$ cat src/rtl/muldiv_sequencer.sv
// ---------------------------------------------------------------------------
// muldiv_sequencer
//   Multi-cycle RV32M multiply/divide unit that sits beside the single-cycle
//   ALU. Multiplies use shift-add and divides use restoring division, each
//   producing one bit per cycle. The sequencer holds the core on `stall`
//   until the result reaches writeback in the DONE cycle.
//
// Ports
//   clk        core clock; all state changes on the rising edge
//   rst_n      synchronous active-low reset
//   start      issue request, sampled only in IDLE
//   funct3     000 mul, 001 mulh, 010 mulhsu, 011 mulhu,
//              100 div, 101 divu, 110 rem, 111 remu
//   operand_a  rs1, captured at accept
//   operand_b  rs2, captured at accept
//   flush      abort any in-flight op (trap/redirect), no done follows
//   busy       op in progress (state not IDLE)
//   stall      hold PC/regfile write (combinational)
//   done       one-cycle pulse, result valid
//   result     result; holds its last value outside the done cycle
// ---------------------------------------------------------------------------
module muldiv_sequencer #(
  parameter int XLEN  = 32,
  parameter int CNT_W = 6    // 2**CNT_W must exceed XLEN
) (
  input  logic            clk,
  input  logic            rst_n,
  input  logic            start,
  input  logic [2:0]      funct3,
  input  logic [XLEN-1:0] operand_a,
  input  logic [XLEN-1:0] operand_b,
  input  logic            flush,
  output logic            busy,
  output logic            stall,
  output logic            done,
  output logic [XLEN-1:0] result
);

  typedef enum logic [2:0] {
    S_IDLE,
    S_MUL,
    S_DIV,
    S_FIX,
    S_DONE
  } state_t;

  localparam logic [XLEN-1:0]  INT_MIN  = {1'b1, {(XLEN-1){1'b0}}};
  localparam logic [CNT_W-1:0] LAST_IT  = CNT_W'(XLEN-1);
  localparam logic [CNT_W-1:0] CNT_ONE  = CNT_W'(1);

  state_t            state;
  logic [CNT_W-1:0]  cnt;
  logic [2:0]        op;
  logic [XLEN-1:0]   mcand;   // multiplicand magnitude, or divisor magnitude
  logic [XLEN-1:0]   hi;      // product high half, or partial remainder
  logic [XLEN-1:0]   lo;      // multiplier bits / product low, or dividend/quotient
  logic              neg_q;   // product or quotient must be negated
  logic              neg_r;   // remainder must be negated

  // -------------------------------------------------------------------------
  // Accept-time decode: operand signedness, magnitudes and fast-path cases
  // -------------------------------------------------------------------------
  logic            a_signed, b_signed;
  logic            sign_a, sign_b;
  logic [XLEN-1:0] abs_a, abs_b;
  logic            b_zero, div_ovf, fast;
  logic [XLEN-1:0] fast_res;

  always_comb begin
    // mulh and signed div/rem treat both operands as signed; mulhsu only rs1.
    a_signed = (funct3 == 3'b001) || (funct3 == 3'b010) ||
               (funct3[2] && !funct3[0]);
    b_signed = (funct3 == 3'b001) || (funct3[2] && !funct3[0]);
    sign_a   = a_signed && operand_a[XLEN-1];
    sign_b   = b_signed && operand_b[XLEN-1];
    abs_a    = sign_a ? -operand_a : operand_a;
    abs_b    = sign_b ? -operand_b : operand_b;

    b_zero   = (operand_b == '0);
    div_ovf  = !funct3[0] && (operand_a == INT_MIN) && (operand_b == '1);
    fast     = funct3[2] && (b_zero || div_ovf);

    // funct3[1] separates rem/remu from div/divu.
    if (b_zero)
      fast_res = funct3[1] ? operand_a : '1;
    else
      fast_res = funct3[1] ? '0 : operand_a;
  end

  // -------------------------------------------------------------------------
  // Per-cycle datapath steps
  // -------------------------------------------------------------------------
  logic [XLEN:0]   mul_sum;
  logic [XLEN:0]   div_sh;
  logic [XLEN:0]   div_diff;
  logic            div_ge;

  always_comb begin
    // Shift-add: add the multiplicand into the upper half when the current
    // multiplier bit is set; the carry shifts into the top of the product.
    mul_sum  = {1'b0, hi} + ({(XLEN+1){lo[0]}} & {1'b0, mcand});

    // Restoring divide: shift the next dividend bit into the remainder and
    // keep the difference only if it did not borrow.
    div_sh   = {hi, lo[XLEN-1]};
    div_diff = div_sh - {1'b0, mcand};
    div_ge   = !div_diff[XLEN];
  end

  // -------------------------------------------------------------------------
  // Sign fix-up and result selection
  // -------------------------------------------------------------------------
  logic [2*XLEN-1:0] prod_fix;
  logic [XLEN-1:0]   q_fix, r_fix;
  logic [XLEN-1:0]   fix_res;

  always_comb begin
    prod_fix = neg_q ? -{hi, lo} : {hi, lo};
    q_fix    = neg_q ? -lo : lo;
    r_fix    = neg_r ? -hi : hi;

    if (op[2])
      fix_res = op[1] ? r_fix : q_fix;
    else if (op[1:0] == 2'b00)
      fix_res = prod_fix[XLEN-1:0];
    else
      fix_res = prod_fix[2*XLEN-1:XLEN];
  end

  // Stall is released in DONE so writeback and PC advance happen there.
  assign stall = ((state == S_IDLE) && start) ||
                 (state == S_MUL) || (state == S_DIV) || (state == S_FIX);

  // -------------------------------------------------------------------------
  // Sequencer
  // -------------------------------------------------------------------------
  always_ff @(posedge clk) begin
    if (!rst_n) begin
      state  <= S_IDLE;
      cnt    <= '0;
      op     <= '0;
      mcand  <= '0;
      hi     <= '0;
      lo     <= '0;
      neg_q  <= 1'b0;
      neg_r  <= 1'b0;
      busy   <= 1'b0;
      done   <= 1'b0;
      result <= '0;
    end else if (flush && (state != S_IDLE)) begin
      state <= S_IDLE;
      busy  <= 1'b0;
      done  <= 1'b0;
    end else begin
      case (state)
        S_IDLE: begin
          done <= 1'b0;
          // A flush in the accept cycle kills the request before it starts.
          if (start && !flush) begin
            op    <= funct3;
            cnt   <= '0;
            mcand <= abs_b;
            hi    <= '0;
            lo    <= abs_a;
            neg_q <= sign_a ^ sign_b;
            neg_r <= sign_a;
            busy  <= 1'b1;
            if (fast) begin
              result <= fast_res;
              done   <= 1'b1;
              state  <= S_DONE;
            end else begin
              state  <= funct3[2] ? S_DIV : S_MUL;
            end
          end
        end

        S_MUL: begin
          {hi, lo} <= {mul_sum, lo[XLEN-1:1]};
          cnt      <= cnt + CNT_ONE;
          if (cnt == LAST_IT)
            state <= S_FIX;
        end

        S_DIV: begin
          hi  <= div_ge ? div_diff[XLEN-1:0] : div_sh[XLEN-1:0];
          lo  <= {lo[XLEN-2:0], div_ge};
          cnt <= cnt + CNT_ONE;
          if (cnt == LAST_IT)
            state <= S_FIX;
        end

        S_FIX: begin
          result <= fix_res;
          done   <= 1'b1;
          state  <= S_DONE;
        end

        S_DONE: begin
          // A start seen here is dropped; the next op is taken from IDLE.
          done  <= 1'b0;
          busy  <= 1'b0;
          state <= S_IDLE;
        end

        default: begin
          done  <= 1'b0;
          busy  <= 1'b0;
          state <= S_IDLE;
        end
      endcase
    end
  end

endmodule

$ cat config.mk
export PLATFORM = sky130hd
export DESIGN_NAME = muldiv_sequencer
export DESIGN_NICKNAME = d
export VERILOG_FILES = /design/src/rtl/muldiv_sequencer.sv
export SDC_FILE = /design/constraint.sdc
export NUM_CORES = 1
export LEC_CHECK = 0
export CORE_UTILIZATION = 50
export DETAILED_ROUTE_END_ITERATION = 6
export PLACE_DENSITY_LB_ADDON = 0.12
export SLEW_MARGIN = 20
export SYNTH_ARGS = -nofsm -noshare
export SYNTH_HDL_FRONTEND = slang
export SYNTH_SLANG_ARGS = --single-unit
$ cat constraint.sdc
create_clock -name clk -period 9.68 [get_ports clk]
set_clock_uncertainty 0.05 [all_clocks]
set_input_delay 2.904 -clock clk [delete_from_list [all_inputs] [get_ports clk]]
set_output_delay 2.904 -clock clk [all_outputs]
set_load 0.02 [all_outputs]
---- After elaboration in Yosys (flattened, before gate mapping) ----
Index checks and enable logic that the tools add are counted.
cells by class
  reduce and logical (&&, ||, !) cells .... 35
  multiplexer cells ....................... 31
  add/subtract/negate cells ............... 8
  bitwise logic cells ..................... 5
  equal/unequal tests ..................... 11
operator list
  operator                                               number
  two-way mux 32 bit                                     15
  case mux 32 bit (3 select lines)                       2
  negation 32 bit                                        4
  == test 32 bit, second input constant                  2
  two-way mux 64 bit                                     1
  negation 64 bit                                        1
  case mux 32 bit (2 select lines)                       1
  adder 32 x 33 -> 33 bit                                1
  AND 33 x 32 -> 33 bit                                  1
  subtractor 33 x 32 -> 33 bit                           1
  logical NOT 32 bit                                     1
  case mux 6 bit (2 select lines)                        1
  == test 3 x 2 -> 1 bit, second input constant          3
  logical AND 1 bit                                      9
  two-way mux 3 bit                                      3
  case mux 3 bit (3 select lines)                        1
  AND reduction 3 bit                                    3
  logical OR 1 bit                                       7
  adder 6 x 1 -> 6 bit, second input constant            1
  == test 3 x 1 -> 1 bit, second input constant          2
  == test 6 x 5 -> 1 bit, second input constant          1
  two-way mux 6 bit                                      1
  nonzero test 3 bit                                     2
  inequality test 2 x 1 -> 1 bit, second input constant  2
  15 further kinds                                       24
storage, ports and cells
  input port bits ......................... 71
  output and inout bits ................... 35
  word-level logic and storage cells ...... 101
  flip-flop bits (word level) ............. 144

---- Longest topological paths before layout ----
  depth after elaboration ................. 8
  gate-level depth with buffers ........... 15

---- Least setup slack after synthesis ----
OpenSTA, ideal clock, no wires.
  kind .................................... input -> output
  from .................................... in start
  to ...................................... out stall
  buffers on the path ..................... 0
  arrival time ............................ 3262 ps
  data required time ...................... 6726 ps
  slack ................................... 3464 ps
  stages .................................. 2
  path through ............................ nor3_1 > nor2_1
between the ends
  cells in the longest elaborated chain, start to end .. 4
RTL lines
  element                         RTL line  source
  start: declaration              28        input logic start,
  logical AND 1 bit               131       assign stall = ((state == S_IDLE) && start) ||
  logical OR 1 bit                131
  logical OR 1 bit (2 in series)  132       (state == S_MUL) || (state == S_DIV) || (state == S_FIX);
  end: declaration                34        output logic stall,
No other way between the ends.

---- Final worst setup path ----
Same ends and word-level chain as after synthesis.

==> flow_summary.rst <==
.. list-table::
   :header-rows: 1

   * - Metric
     - Value
   * - I/O pin cnt
     - 106
   * - Kind of critical path
     - input pin to primary output
   * - DRC marker count from the first detailed-route iteration
     - 1,857
   * - Synth Instances
     - 2,057
   * - First-pass DRT Iterations
     - 6
   * - Count of final max-slew check failures
     - 0
   * - Library cell used as clock root buffer
     - sky130_fd_sc_hd__clkbuf_16
   * - Power share of the sequential group
     - 22.8%
   * - Setup-failing EPs final
     - 0
   * - Number of maximum-capacitance constraint violations
     - 0
   * - Initial Util
     - 50.7%
   * - Cell area after synthesis
     - 0.0146 sq mm
   * - Ratio of final minimum period to clock period
     - 74.1%
   * - Crit end category
     - primary output
   * - Antenna fix cells
     - 0
   * - Arrival time of the worst setup path
     - 4.22 ns
   * - Power per Cell Area
     - 247 mW/mm^2
   * - Clock group share of total power
     - 17.6%
   * - Vias in the first global route
     - 14,500
   * - Warnings from Yosys
     - 0
   * - Lkg Pwr
     - 6.07 nW
   * - Post-CTS setup buffer count
     - 0
   * - Kind of path behind the tightest hold check
     - register to register
   * - Achievable Freq
     - 139 MHz
   * - Number of synthesized flops with an enable pin
     - 0
   * - Switching share of power
     - 49.5%
   * - Logic gate share of total power
     - 59.7%
   * - Sequential-to-total area share from yosys stat
     - 19.8%
   * - Worst Path Required
     - 6.73 ns
   * - Remaining routing DRC violations
     - 0
   * - Share of async-settable or async-resettable flops after synthesis
     - 0%
   * - Drt wl/cell
     - 22.5 microns
   * - Insertion delay to the later sink of the worst-skew pair
     - 0.44 ns
   * - Antenna violations before repair
     - 0
   * - Final non-filler cell total
     - 2,435
   * - Clock tree buffer depth
     - 2
   * - Final GP Congestion
     - 0.950
   * - Crit path time final
     - 7.17 ns
   * - Area delta synth->final
     - 11.6%
   * - Number of gates resized after cts
     - 0
   * - Post-layout nets
     - 2,181
   * - Setup Total Neg Slack
     - 0 ns
   * - RSZ-0062 raised after global routing
     - false
   * - Hold_buf cts
     - 0
   * - Number of nets with antenna violations after routing
     - 0
   * - Wire length of the first global-routing pass
     - 84,600 microns
   * - Worst supply voltage drop on vdd
     - 209 uV
   * - Final Routed Wirelength
     - 54,800 microns
   * - Final number of hold-violating endpoints
     - 0
   * - Number of I/O port buffers
     - 105
   * - CTS Sinks
     - 144
   * - Clock Pin Slew Worst Setup and Hold Paths
     - 0.07 ns
   * - Detail Placement HPWL
     - 41,100 microns
   * - Number of placed cells counting well taps
     - 2,403
   * - Result of the run
     - finished, final reports clean
   * - Maximum fanout encountered on the critical timing path
     - 3
   * - Number of buffers created by CTS
     - 17
   * - Clock tree from TritonCTS
     - built
   * - Leading cell types in the layout, fill and taps excluded
     - sky130_fd_sc_hd__a21oi_1, sky130_fd_sc_hd__nor2_1, sky130_fd_sc_hd__o21ai_0, sky130_fd_sc_hd__nand2_1, sky130_fd_sc_hd__dfxtp_1
   * - Via-per-instance ratio
     - 6.56
   * - Yosys reg bits
     - 144
   * - Number of placement rows
     - 62
   * - Synthesized Nets
     - 2,200
   * - Average instance area after synthesis
     - 7.07 sq um
   * - Actual slew at the worst max-slew pin
     - 1.14 ns
   * - Most frequent standard cell in the layout excluding fill and tap cells
     - sky130_fd_sc_hd__a21oi_1
   * - Largest net degree at the start of global routing
     - 80
   * - Count of different cell masters after synthesis
     - 80
   * - Design internal power
     - 2.02 mW
   * - Primary FF master, synth
     - sky130_fd_sc_hd__dfxtp_1
   * - Critical path startpoint category
     - input pin
   * - Layout cells sized above 1
     - 5.75%
   * - Vertical extent of the die
     - 173 microns
   * - Worst slew margin relative to its limit
     - 23.8%
   * - Die Footprint
     - 0.0298 sq mm
   * - Deepest level of the CTS H-tree
     - 4
   * - GRT overflow
     - 0
   * - Overall track demand over capacity in global routing
     - 36.1%
   * - Die extent in x
     - 173 microns
   * - Net switching power
     - 1.98 mW
   * - Standard cell core area
     - 0.0287 sq mm
   * - Detailed-route via count
     - 16,000
-- metal layers --
metal  vias to the layer above  GRT usage [%]  share of wire [%]
met3                       111           5.80                8.9
li1                       7465              -                  -
met4                         0           13.7                3.7
met1                      7595           51.6                 44
met5                         -              0                  0
met2                       809           54.2                 43
-- layout make-up --
cell class / count / area (sq um)
clock buffers: 17 / 425
clock inverters: 15 / 181
fillers: 2854 / 12500
inverters: 65 / 244
multi-input cells: 1678 / 10800
flip-flops and latches: 144 / 2880
well taps: 384 / 480
repair buffers: 132 / 1250
-- power groups by stage --
| stage | sequential, mW | clock (mW) | combinational, mW |
|---|---|---|---|
| detailed placement | 0.914 | 0 | 2.32 |
| global placement | 0.912 | 0 | 2.30 |
| global route | 0.923 | 0.734 | 2.60 |
| finish | 0.912 | 0.705 | 2.39 |
| floorplan | 0.789 | 0 | 1.79 |
| CTS | 0.901 | 0.709 | 2.34 |
-- cells in the mapped netlist, drive strengths merged, types with 9 or more instances --
library cell / count / area (sq um)
a21oi: 222 / 1110
xor2: 91 / 797
clkbuf: 150 / 563
buf: 20 / 106
maj3: 27 / 270
and3: 19 / 119
ha: 70 / 876
a211oi: 45 / 338
nand2: 156 / 586
a31oi: 25 / 163
o31ai: 28 / 215
or4: 15 / 120
mux2: 23 / 259
o41ai: 15 / 150
a21o: 42 / 315
nand4: 30 / 188
and2: 13 / 81.3
or2: 11 / 68.8
nand2b: 20 / 125
or3: 27 / 169
nor3: 48 / 250
nand3: 31 / 155
nor2b: 12 / 75.1
a22oi: 22 / 165
nor4: 27 / 181
o21a: 9 / 67.6
o211ai: 17 / 133
a221o: 12 / 120
o21ai: 198 / 991
xnor2: 96 / 841
inv: 64 / 240
a221oi: 21 / 184
dfxtp: 144 / 2880
nor2: 212 / 796
-- per-stage QoR --
step / hold WS (ns) / power (mW) / area (sq um) / utilization (%) / setup WS (ns)
after global placement: 0.393 / 3.21 / 15600 / 54.5 / 2.41
after detailed placement: 0.409 / 3.24 / 15600 / 54.5 / 2.20
final: 0.412 / 4.01 / 16200 / 56.6 / 2.51
after CTS: 0.416 / 3.95 / 16200 / 56.6 / 2.49
after floorplan: 0.382 / 2.58 / 14600 / - / 3.46
after global routing: 0.429 / 4.26 / 16200 / 56.6 / 2.18
-- sequential cells by signal, indices dropped and copies added (netlist names) --
name    flops
op          3
cnt         6
neg_r       1
neg_q       1
mcand      32
done        1
hi         32
state       3
result     32
lo         32
busy        1
-- final timing paths --
| path | startpoint | endpoint | slack, ns | cells past startpoint |
|---|---|---|---|---|
| worst max-delay path | start | stall | 2.51 | 4 |
| worst min-delay path | mcand[17] | mcand[17] | 0.41 | 2 |
| worst max register to register | lo[31] | hi[15] | 4.25 | 14 |
| worst min register to register | mcand[17] | mcand[17] | 0.41 | 2 |
-- kinds of logic (layout without fill, tap and decap cells) --
kind of cell	count (synthesis)	count (layout)	synth area share (%)
buffers and inverters	235	229	6.28
and+or+nand+nor	639	639	21.1
muxes	28	28	2.12
xor gates and xnor gates	187	187	11.3
AOI/OAI and AO/OA	725	725	31.3
adders and majority gates	99	99	8.15
DFF	144	144	19.8
-- worst max-delay path: stages --
cell and delay [ns]:
sky130_fd_sc_hd__clkdlybuf4s50_1 0.42, sky130_fd_sc_hd__nor3_1 0.28, sky130_fd_sc_hd__nor2_1 0.07, sky130_fd_sc_hd__clkdlybuf4s50_1 0.55
Power figures use the tool's default switching activity.
